**src/rtl/flash_pe_ctrl.sv**
```systemverilog
`default_nettype none
// ============================================================================
// Module  : flash_pe_ctrl
// Brief   : Flash program/erase sequencer: analog settle, periodic write
//           strobes, and erase/erase-clear phases.
// Revision: 1.0
// ============================================================================
module flash_pe_ctrl #(
    parameter int SETUP_CYCLES = 4,
    parameter int PROG_PERIOD  = 2,
    parameter int ERASE_CYCLES = 8,
    parameter int CLR_CYCLES   = 2,
    parameter int CNT_W        = 8
) (
    input  logic             clkm,
    input  logic             rst_n,
    input  logic             program_signal,
    input  logic             erase_signal,
    input  logic             cs,
    output logic             en_wr,
    output logic             erase,
    output logic             erase_clr,
    output logic             analog_on2,
    output logic             busy,
    output logic             done,
    output logic [CNT_W-1:0] wr_count
);

    localparam int c_MAX_A   = (SETUP_CYCLES > PROG_PERIOD) ? SETUP_CYCLES : PROG_PERIOD;
    localparam int c_MAX_B   = (ERASE_CYCLES > CLR_CYCLES) ? ERASE_CYCLES : CLR_CYCLES;
    localparam int c_TMR_MAX = (c_MAX_A > c_MAX_B) ? c_MAX_A : c_MAX_B;
    localparam int c_TMR_W   = (c_TMR_MAX > 1) ? $clog2(c_TMR_MAX) : 1;

    localparam logic [c_TMR_W-1:0] c_TMR_ONE   = c_TMR_W'(1);
    localparam logic [c_TMR_W-1:0] c_SETUP_LD  = c_TMR_W'(SETUP_CYCLES - 1);
    localparam logic [c_TMR_W-1:0] c_WAIT_LD   = c_TMR_W'(PROG_PERIOD - 2);
    localparam logic [c_TMR_W-1:0] c_ERASE_LD  = c_TMR_W'(ERASE_CYCLES - 1);
    localparam logic [c_TMR_W-1:0] c_CLR_LD    = c_TMR_W'(CLR_CYCLES - 1);
    localparam logic [CNT_W-1:0]   c_CNT_ONE   = CNT_W'(1);

    typedef enum logic [2:0] {
        S_IDLE       = 3'd0,
        S_SETUP      = 3'd1,
        S_PROG_WAIT  = 3'd2,
        S_PROG_PULSE = 3'd3,
        S_ERASE      = 3'd4,
        S_ERASE_CLR  = 3'd5,
        S_DONE       = 3'd6
    } state_t;

    state_t             r_state;
    state_t             w_state_nxt;
    logic [c_TMR_W-1:0] r_timer;
    logic [c_TMR_W-1:0] w_timer_nxt;
    logic               r_mode_erase;
    logic               w_mode_erase_nxt;
    logic [CNT_W-1:0]   r_wr_count;
    logic [CNT_W-1:0]   w_wr_count_nxt;

    always_ff @(posedge clkm or negedge rst_n) begin
        if (!rst_n) begin
            r_state      <= S_IDLE;
            r_timer      <= '0;
            r_mode_erase <= 1'b0;
            r_wr_count   <= '0;
        end else begin
            r_state      <= w_state_nxt;
            r_timer      <= w_timer_nxt;
            r_mode_erase <= w_mode_erase_nxt;
            r_wr_count   <= w_wr_count_nxt;
        end
    end

    always_comb begin
        w_state_nxt      = r_state;
        w_timer_nxt      = (r_timer != '0) ? (r_timer - c_TMR_ONE) : r_timer;
        w_mode_erase_nxt = r_mode_erase;
        w_wr_count_nxt   = r_wr_count;
        case (r_state)
            S_IDLE: begin
                if (cs && program_signal) begin
                    w_state_nxt      = S_SETUP;
                    w_timer_nxt      = c_SETUP_LD;
                    w_mode_erase_nxt = 1'b0;
                    w_wr_count_nxt   = '0;
                end else if (cs && erase_signal) begin
                    w_state_nxt      = S_SETUP;
                    w_timer_nxt      = c_SETUP_LD;
                    w_mode_erase_nxt = 1'b1;
                end
            end
            S_SETUP: begin
                if (!r_mode_erase && !program_signal) begin
                    w_state_nxt = S_DONE;
                end else if (r_timer == '0) begin
                    if (r_mode_erase) begin
                        w_state_nxt = S_ERASE;
                        w_timer_nxt = c_ERASE_LD;
                    end else begin
                        w_state_nxt = S_PROG_WAIT;
                        w_timer_nxt = c_WAIT_LD;
                    end
                end
            end
            S_PROG_WAIT: begin
                if (!program_signal) begin
                    w_state_nxt = S_DONE;
                end else if (r_timer == '0) begin
                    w_state_nxt = S_PROG_PULSE;
                end
            end
            S_PROG_PULSE: begin
                // The strobe of an entered pulse cycle is always counted, even on abort.
                w_wr_count_nxt = (&r_wr_count) ? r_wr_count : (r_wr_count + c_CNT_ONE);
                if (!program_signal) begin
                    w_state_nxt = S_DONE;
                end else begin
                    w_state_nxt = S_PROG_WAIT;
                    w_timer_nxt = c_WAIT_LD;
                end
            end
            S_ERASE: begin
                if (r_timer == '0) begin
                    w_state_nxt = S_ERASE_CLR;
                    w_timer_nxt = c_CLR_LD;
                end
            end
            S_ERASE_CLR: begin
                if (r_timer == '0) begin
                    w_state_nxt = S_DONE;
                end
            end
            S_DONE: begin
                w_state_nxt = S_IDLE;
            end
            default: begin
                w_state_nxt = S_IDLE;
            end
        endcase
    end

    assign busy       = (r_state == S_SETUP) || (r_state == S_PROG_WAIT) ||
                        (r_state == S_PROG_PULSE) || (r_state == S_ERASE) ||
                        (r_state == S_ERASE_CLR);
    assign analog_on2 = busy;
    assign en_wr      = (r_state == S_PROG_PULSE);
    assign erase      = (r_state == S_ERASE) || (r_state == S_ERASE_CLR);
    assign erase_clr  = (r_state == S_ERASE_CLR);
    assign done       = (r_state == S_DONE);
    assign wr_count   = r_wr_count;

endmodule
`default_nettype wire

```
**config.mk**
```make
export PLATFORM = sky130hd
export DESIGN_NAME = flash_pe_ctrl
export DESIGN_NICKNAME = d
export VERILOG_FILES = /design/src/rtl/flash_pe_ctrl.sv
export SDC_FILE = /design/constraint.sdc
export NUM_CORES = 1
export LEC_CHECK = 0
export BUFFER_PORTS_ARGS = -buffer_cell sky130_fd_sc_hd__buf_2
export CAP_MARGIN = 5
export CELL_PAD_IN_SITES_DETAIL_PLACEMENT = 0
export CELL_PAD_IN_SITES_GLOBAL_PLACEMENT = 2
export CORE_MARGIN = 5
export CORE_UTILIZATION = 35
export CTS_CLUSTER_DIAMETER = 100
export DETAILED_ROUTE_END_ITERATION = 12
export PLACE_DENSITY = 0.87
export SYNTH_ARGS = -nofsm -noshare
export SYNTH_HDL_FRONTEND = slang
export SYNTH_SLANG_ARGS = --single-unit
```
**constraint.sdc**
```tcl
create_clock -name clkm -period 4.69 [get_ports clkm]
set_input_delay 0.938 -clock clkm [delete_from_list [all_inputs] [get_ports clkm]]
set_output_delay 0.938 -clock clkm [all_outputs]
set_load 0.05 [all_outputs]
```
==> results_dict.tcl, run 1 <==
set metrics [dict create \
    worst-path-buf-inv 2 \
    cts_tree "done" \
    clock_skew_ps 11.0 \
    core_area_mm2 0.00300 \
    area_growth_syn_to_layout_pct 10.7 \
    cpMaxStageDelayCell "dfrtp_1" \
    initial_utilization_pct 36.2 \
    via_per_inst 5.87 \
    finalWirelength_mm 2.58 \
    cts_setup_buffers 0 \
    post-dp-hpwl_mm 1.83 \
    groute.usage.overall_pct 13.2 \
    synth_seq_area_share_pct 34.6 \
    tns_ps 0 \
    root_buffer "clkbuf_4" \
    synth_top_family_by_area "simple AND/OR/NAND/NOR gates" \
    synth_top_area_share_pct 34.6 \
    place.gp.congestion 0.838 \
    grt_max_degree 21 \
    synth_compound_area_share_pct 22.4 \
    cts_hold_buf 0 \
    syn_nets 136 \
    drv_slew 0 \
    cts_buffer_depth 2 \
    syn_inst 127 \
    drt_iter0_drc 80 \
    min_period_ps 2600 \
    cp_cell_sequence "nand3b_2, inv_1, buf_2" \
    grt-ovfl-total 0 \
    synthSimpleGateAreaFrac_pct 27.0 \
    crit_required_ps 3750 \
    finalCritPeriodShare_pct 55.5 \
    cts.sinks 15 \
    synth_mux_area_share_pct 4.84 \
    cp-start-kind "flip-flop" \
    path_clk_slew_ps 110 \
    drc 0 \
    power.density_mw_per_mm2 611 \
    p_leak_nw 0.567 \
    final_nets 151 \
    grt_pass1_vias 1000 \
    placedCellCount 170 \
    hold_viol_final 0 \
    synthXorXnorAreaFrac_pct 0 \
    syn_area_mm2 0.00109 \
    max-vdd-ir-drop_v 0.000407 \
    status "complete, no violations" \
    ant_nets 0 \
    tightest_slew_ps 553 \
    rsz0062_at_grt "no" \
    hold_class "flip-flop to flip-flop" \
    max_stage_delay_ps 710 \
    maxSlewHeadroom_pct 63.1 \
    dr.pass1.iters 4 \
    dieArea_mm2 0.00432 \
    vias 1022 \
    nFillCells 321 \
    worst-setup-path-type "flip-flop to primary output" \
    syn_avg_cell_area_um2 8.55 \
    wl_per_cell_um 14.9 \
    htreeDepth 1 \
    antenna_found_initial 0 \
    yosys_warnings 0 \
    grt_pass1_wl_mm 4.45 \
    crit_path_end_kind "primary output" \
    die_x_um 65.7 \
    cpLargestDelayFamily "flip-flops" \
    netlist_top_cells_area "dfrtp_1, a21oi_1, ha_1" \
    portBuffers 18 \
    clock_latency_ps 290 \
    fp.dieH_um 65.7 \
    finalSetupViolCount 0 \
    ys_ff_latch 15 \
    io_pins 19 \
    critPathMaxFanout 20 \
    post_cts_resize_count 0 \
    drive_gt1_share_pct 22.0 \
    cp.arrival_ps 1660 \
    synth_adder_area_share_pct 4.61 \
    stdcell_count 174 \
    n_antenna_cell 0 \
    max_freq_ghz 0.384 \
    cts_made_buffers 3 \
    yosys.area.top_type "dfrtp_1" \
    yosysUniqueCellTypes 42 \
    max_cap_violations 0 \
    num_rows 20 \
]
cell usage after synthesis (all sizes together):
cell	count
dfrtp	15
a21oi	13
nand2	10
inv	8
o21ai	8
nor2	6
nand2b	5
nand3	5
and2	4
buf	4
clkbuf	4
ha	4
nand4	4
nor3	4
o211ai	4
mux2i	3
and3	2
mux2	2
nor2b	2
o22ai	2
or4	2
a211o	1
a211oi	1
a221oi	1
a32oi	1
a41o	1
and4bb	1
nand3b	1
nor3b	1
nor4b	1
o2111ai	1
o21a	1
o221a	1
o311ai	1
o31ai	1
or3	1
or3b	1
state kept, by name, summed over array words and instances, names as in the netlist:
register,count
r_state,3
wr_count,8
r_timer,3
r_mode_erase,1
cell families after synthesis:
| group | after synthesis |
|---|---|
| AO/OA/AOI/OAI | 37 |
| adder cells (fa/ha/maj) | 4 |
| buffers and inverters | 16 |
| flip-flops | 15 |
| multiplexers | 5 |
| AND/OR/NAND/NOR | 50 |
routing by layer:
layer / track usage (%) / vias up / part of all wire, %
met5: 0 / - / 0
li1: - / 497 / -
met1: 16.7 / 494 / 47
met2: 21.7 / 29 / 48
met3: 2.56 / 2 / 4.6
met4: 5.96 / 0 / 0.58
through the flow:
| stage | utilization, % | area, um^2 | power (mW) | setup WS [ps] | hold slack [ps] |
|---|---|---|---|---|---|
| after CTS | 40.0 | 1200 | 0.741 | 2090 | 533 |
| after floorplan | - | 1090 | 0.590 | 1820 | 544 |
| after global placement | 39.1 | 1170 | 0.654 | 2460 | 509 |
| after detailed placement | 39.1 | 1170 | 0.657 | 2430 | 521 |
| final | 40.0 | 1200 | 0.735 | 2090 | 532 |
| after global routing | 40.0 | 1200 | 0.800 | 1920 | 568 |
path summary, 6_finish.rpt:
check / endpoint / depth (start not counted) / startpoint / slack [ps]
worst min register to register: wr_count[0]$_DFFE_PN0P_ / 1 / wr_count[0]$_DFFE_PN0P_ / 530
min in group asynchronous: wr_count[3]$_DFFE_PN0P_ / 1 / rst_n / 540
worst max-delay path: en_wr / 3 / r_state[1]$_DFFE_PN0P_ / 2090
worst min-delay path: wr_count[0]$_DFFE_PN0P_ / 1 / wr_count[0]$_DFFE_PN0P_ / 530
worst max register to register: r_timer[0]$_DFF_PN0_ / 6 / r_timer[0]$_DFF_PN0_ / 2900
max in group asynchronous: wr_count[2]$_DFFE_PN0P_ / 1 / rst_n / 3870
power by group:
part	leakage, nW	internal [mW]	switching [mW]	total [mW]
Combinational	0.353	0.151	0.262	0.413
Clock	0.0177	0.0317	0.0471	0.0787
Sequential	0.196	0.166	0.0772	0.243
layout by cell type (no fill, tap or decap), drive strengths merged, types with 2 or more instances in the layout:
cell type	instances
nor2b	2
and2	4
o22ai	2
nand2	10
nor3	4
inv	8
nor2	6
buf	18
mux2	2
and3	2
o211ai	4
nand4	4
clkbuf	3
a21oi	13
o21ai	8
or4	2
mux2i	3
nand3	5
ha	4
dfrtp	15
nand2b	5
area by class of cell:
| cell class | count | area, um^2 | share of cell area (%) |
|---|---|---|---|
| Multi-Input combinational cell | 96 | 638 | 53.1 |
| Clock buffer | 3 | 22.5 | 1.87 |
| Timing Repair Buffer | 18 | 90.1 | 7.49 |
| Sequential cell | 15 | 375 | 31.2 |
| Clock inverter | 1 | 5.00 | 0.416 |
| Tap cell | 33 | 41.3 | 3.43 |
| Inverter | 8 | 30.0 | 2.50 |
(Power assumes the default switching activity.)
==> run 2: changes to the inputs <==
--- a/config.mk
+++ b/config.mk
@@ -10,10 +10,10 @@
 export CELL_PAD_IN_SITES_DETAIL_PLACEMENT = 0
 export CELL_PAD_IN_SITES_GLOBAL_PLACEMENT = 2
 export CORE_MARGIN = 5
-export CORE_UTILIZATION = 35
+export CORE_UTILIZATION = 29
 export CTS_CLUSTER_DIAMETER = 100
 export DETAILED_ROUTE_END_ITERATION = 12
-export PLACE_DENSITY = 0.87
+export PLACE_DENSITY = 0.77
 export SYNTH_ARGS = -nofsm -noshare
 export SYNTH_HDL_FRONTEND = slang
 export SYNTH_SLANG_ARGS = --single-unit
==> constraint.sdc (replaced) <==
create_clock -name clkm -period 2.1 [get_ports clkm]
set_input_delay 0.42 -clock clkm [delete_from_list [all_inputs] [get_ports clkm]]
set_output_delay 0.42 -clock clkm [all_outputs]
set_load 0.05 [all_outputs]
==> results_dict.tcl, run 2 (synthesized netlist as in run 1, its figures left out) <==
set metrics [dict create \
    root_buffer "clkbuf_8" \
    layout_commonest_cell "buf_2" \
    portBuffers 18 \
    drive_gt1_share_pct 24.5 \
    io_pins 19 \
    max_stage_delay_ps 510 \
    antenna_found_initial 0 \
    finalCritPeriodShare_pct 93.0 \
    worst-setup-path-type "flip-flop to primary output" \
    critPathMaxFanout 12 \
    cts_made_buffers 3 \
    clock_latency_ps 250 \
    vias 993 \
    max-vdd-ir-drop_v 0.000794 \
    drc 0 \
    drt_iter0_drc 55 \
    cpLargestDelayFamily "flip-flops" \
    place.gp.congestion 0.705 \
    power.density_mw_per_mm2 1370 \
    crit_required_ps 1680 \
    post-dp-hpwl_mm 1.91 \
    final_nets 153 \
    cts_setup_buffers 0 \
    crit_path_end_kind "primary output" \
    stdcell_count 191 \
    finalSetupViolCount 0 \
    finalWirelength_mm 2.54 \
    core_area_mm2 0.00363 \
    dr.pass1.iters 4 \
    cts.sinks 15 \
    tns_ps 0 \
    via_per_inst 5.20 \
    status "complete, no violations" \
    grt_pass1_wl_mm 4.54 \
    worst-path-buf-inv 2 \
    min_period_ps 1950 \
    rsz0062_at_grt "no" \
    grt-ovfl-total 0 \
    max_freq_ghz 0.512 \
    tightest_slew_ps 456 \
    num_rows 22 \
    hold_class "input pin to async pin" \
    initial_utilization_pct 29.9 \
    maxSlewHeadroom_pct 69.6 \
    wl_per_cell_um 13.3 \
    cts_tree "done" \
    groute.usage.overall_pct 11.0 \
    max_cap_violations 0 \
    p_leak_nw 0.585 \
    seq_area_um2 375 \
    largest_reg_flops 8 \
    grt_pass1_vias 951 \
    final_cell_mix "buf_2, dfrtp_1, a21oi_1, nand2_1, inv_1" \
    area_growth_syn_to_layout_pct 16.1 \
    hold_viol_final 0 \
    clock_skew_ps 5.11 \
    htreeDepth 1 \
    cpMaxStageDelayCell "dfrtp_1" \
    drv_slew 0 \
    post_cts_resize_count 0 \
    total_power_mw 1.73 \
    placedCellCount 187 \
    cp-start-kind "flip-flop" \
    die_x_um 71.2 \
    fp.dieH_um 71.2 \
    cp.arrival_ps 1530 \
    path_clk_slew_ps 60 \
    dieArea_mm2 0.00507 \
    cts_buffer_depth 2 \
    ant_nets 0 \
    grt_max_degree 17 \
    multi_input_area_um2 644 \
    nFillCells 400 \
    final_util_pct 34.7 \
    cp_cell_sequence "nand3b_2, inv_1, buf_2" \
    n_antenna_cell 0 \
    cts_hold_buf 0 \
]
==> run 2: layer usage <==
layer | part of all wire (%) | vias to the layer above | wire length [um] | GRT usage, %
met5 | 0 | - | 0 | 0
met4 | 1.6 | 0 | 40 | 4.38
met3 | 4.7 | 5 | 119 | 2.41
met2 | 43 | 19 | 1100 | 16.3
met1 | 50 | 469 | 1280 | 15.5
li1 | - | 500 | - | -
==> run 2: power by group <==
group	switching (mW)	leakage [nW]	internal, mW
registers	0.158	0.196	0.372
logic	0.605	0.363	0.358
clock network	0.104	0.0255	0.131
total	0.867	0.585	0.862
==> run 2: cell type report <==
| cell class | count | share of cell area, % |
|---|---|---|
| clock buffer | 3 | 3.27 |
| sequential | 15 | 29.8 |
| inverter | 8 | 2.38 |
| multi-input combinational | 96 | 51.1 |
| timing repair buffer | 20 | 8.33 |
| tap | 48 | 4.76 |
| clock inverter | 1 | 0.397 |
==> run 2: worst paths after layout <==
| check | startpoint | end | slack [ps] | depth (start not counted) |
|---|---|---|---|---|
| worst max-delay path | r_state[2]$_DFFE_PN0P_ | en_wr | 150 | 3 |
| min in group clkm | erase_signal | r_mode_erase$_DFFE_PN0P_ | 440 | 3 |
| max in group asynchronous | rst_n | r_timer[1]$_DFF_PN0_ | 1740 | 1 |
| worst min register to register | wr_count[0]$_DFFE_PN0P_ | wr_count[0]$_DFFE_PN0P_ | 520 | 1 |
| worst min-delay path | rst_n | wr_count[2]$_DFFE_PN0P_ | 80 | 1 |
| worst max register to register | r_timer[0]$_DFF_PN0_ | r_timer[0]$_DFF_PN0_ | 420 | 6 |
==> run 2: metrics by stage <==
| step | cell area (um^2) | setup WS, ps | hold WS (ps) |
|---|---|---|---|
| final | 1260 | 147 | 81.6 |
| after global routing | 1260 | 49.7 | 107 |
| after CTS | 1260 | 122 | 85.5 |
| after detailed placement | 1210 | 408 | 363 |
| after global placement | 1210 | 431 | 358 |
| after floorplan | 1090 | -20.5 | 124 |
==> run 2: worst reg2reg max path: stages (launching register included) <==
cell      delay, ps
dfrtp_1         400
inv_1            90
ha_1            210
nand2b_1        170
ha_1            220
mux2_2          250
o311ai_1        240
==> run 3: changes to the inputs <==
==> config.mk (replaced) <==
export PLATFORM = sky130hd
export DESIGN_NAME = flash_pe_ctrl
export DESIGN_NICKNAME = d
export VERILOG_FILES = /design/src/rtl/flash_pe_ctrl.sv
export SDC_FILE = /design/constraint.sdc
export NUM_CORES = 1
export LEC_CHECK = 0
export BUFFER_PORTS_ARGS = -buffer_cell sky130_fd_sc_hd__buf_2
export CAP_MARGIN = 5
export CORE_MARGIN = 5
export CORE_UTILIZATION = 49
export CTS_CLUSTER_DIAMETER = 100
export DETAILED_ROUTE_END_ITERATION = 12
export PLACE_DENSITY = 0.78
export SYNTH_ARGS = -nofsm -noshare
export SYNTH_HDL_FRONTEND = slang
export SYNTH_SLANG_ARGS = --single-unit
==> results_dict.tcl, run 3 (synthesized netlist as in run 1, its figures left out) <==
set metrics [dict create \
    status "complete, no violations" \
    die_x_um 57.1 \
    cts_made_buffers 3 \
    nFillCells 222 \
    reg2reg_slack_ps 480 \
    critPathMaxFanout 12 \
    ant_nets 0 \
    rr_startpoint "r_state[2]$_DFFE_PN0P_" \
    largest_reg_flops 8 \
    vias 1017 \
    grt_max_degree 21 \
    worst-setup-path-type "flip-flop to primary output" \
    grt_pass1_vias 970 \
    finalWirelength_mm 2.42 \
    crit_path_end_kind "primary output" \
    post-dp-hpwl_mm 1.76 \
    maxSlewHeadroom_pct 75.7 \
    drc 0 \
    place.gp.congestion 0.820 \
    switchingPower_mw 0.867 \
    max_cap_violations 0 \
    antenna_found_initial 0 \
    p_int_mw 0.803 \
    finalSetupViolCount 0 \
    htreeDepth 1 \
    area_growth_syn_to_layout_pct 11.6 \
    final_cell_mix "buf_2, dfrtp_1, a21oi_1, nand2_1, inv_1" \
    clock_skew_ps 0.987 \
    layout_commonest_cell "buf_2" \
    cp-start-kind "flip-flop" \
    power.density_mw_per_mm2 1380 \
    dieArea_mm2 0.00326 \
    tns_ps 0 \
    wl_per_cell_um 14.2 \
    grt_pass1_wl_mm 4.23 \
    tightest_slew_ps 364 \
    path_clk_slew_ps 90 \
    cts.sinks 15 \
    cts_buffer_depth 2 \
    portBuffers 18 \
    dr.pass1.iters 4 \
    max-vdd-ir-drop_v 0.000854 \
    root_buffer "clkbuf_4" \
    min_period_ps 1960 \
    core_area_mm2 0.00217 \
    cts_hold_buf 0 \
    n_antenna_cell 0 \
    final_nets 152 \
    grt-ovfl-total 0 \
    clock_latency_ps 290 \
    swShare_pct 51.9 \
    clockPowerShare_pct 10.4 \
    cp.arrival_ps 1540 \
    drive_gt1_share_pct 25.4 \
    r2r_end "wr_count[7]$_DFFE_PN0P_" \
    via_per_inst 5.98 \
    drv_slew 0 \
    num_rows 17 \
    drt_iter0_drc 32 \
    crit_required_ps 1680 \
    power.share.combinational_pct 56.8 \
    hold_viol_final 0 \
    p_leak_nw 0.566 \
    max_freq_ghz 0.511 \
    finalCritPeriodShare_pct 93.1 \
    place_ws_ps 340 \
    fin_ws_ps 144 \
    ff2ff_path_depth 4 \
    initial_utilization_pct 50.1 \
    fp.dieH_um 57.1 \
    worst_hold_slack_ps 27.5 \
    io_pins 19 \
    cts_tree "done" \
    seqPwrFrac_pct 32.8 \
    hold_class "input pin to async pin" \
    rsz0062_at_grt "no" \
    groute.usage.overall_pct 16.3 \
]
run 3: cell types whose count changed in the layout (fill, tap and decap cells not counted):
cell	delta
buf_4	-1
clkbuf_1	+1
dfrtp_2	+3
dfrtp_1	-3
clkbuf_8	-3
clkbuf_4	+3
clkinv_2	-1
run 3: layout make-up:
type                    instances  area (um^2)  area share (%)
inverters                       8         30.0            2.48
clock buffers                   4         26.3            2.17
well taps                      28         35.0            2.89
repair buffers                 19         97.6            8.05
multi-input cells              96          644            53.1
flip-flops and latches         15          379            31.3
run 3: worst max-delay path, stage by stage, from the launching register on:
cell      delay, ps
dfrtp_2         500
nand3b_2        280
inv_1           170
buf_2           290
run 3: repair_timing:
action	CTS	global route
gates resized for setup	0	3
setup buffers	0	0
setup endpoints to repair	0	4
run 3: stage by stage:
step                      utilization [%]  std cells  instance area [um^2]  total power [mW]
final                                55.9        170                  1210              1.67
after global routing                 55.9        170                  1210              1.81
after CTS                            55.7        170                  1210              1.67
after detailed placement             54.5        166                  1180              1.49
after global placement               54.5        166                  1180              1.46
after floorplan                         -        127                  1090              1.33
run 3: power by group through the flow:
stage | clock network (mW) | logic [mW] | registers [mW]
final | 0.174 | 0.949 | 0.547
after global routing | 0.196 | 1.04 | 0.574
after CTS | 0.179 | 0.950 | 0.540
after detailed placement | 0 | 0.945 | 0.544
after global placement | 0 | 0.919 | 0.540
after floorplan | 0 | 0.851 | 0.478
run 3: layer usage:
| metal | vias up | wire (um) | GRT usage [%] |
|---|---|---|---|
| met5 | - | 0 | 0 |
| li1 | 497 | - | - |
| met1 | 481 | 1050 | 20.9 |
| met3 | 5 | 128 | 2.71 |
| met4 | 0 | 37 | 6.62 |
| met2 | 34 | 1200 | 27.2 |
run 3: how the worst max path moves through the flow:
stage / startpoint / to
finish: r_state[2]$_DFFE_PN0P_ / en_wr
global route: r_state[2]$_DFFE_PN0P_ / en_wr
CTS: r_state[1]$_DFFE_PN0P_ / en_wr
detailed placement: r_state[1]$_DFFE_PN0P_ / en_wr
global placement: r_state[1]$_DFFE_PN0P_ / en_wr
floorplan: r_state[1]$_DFFE_PN0P_ / erase_clr
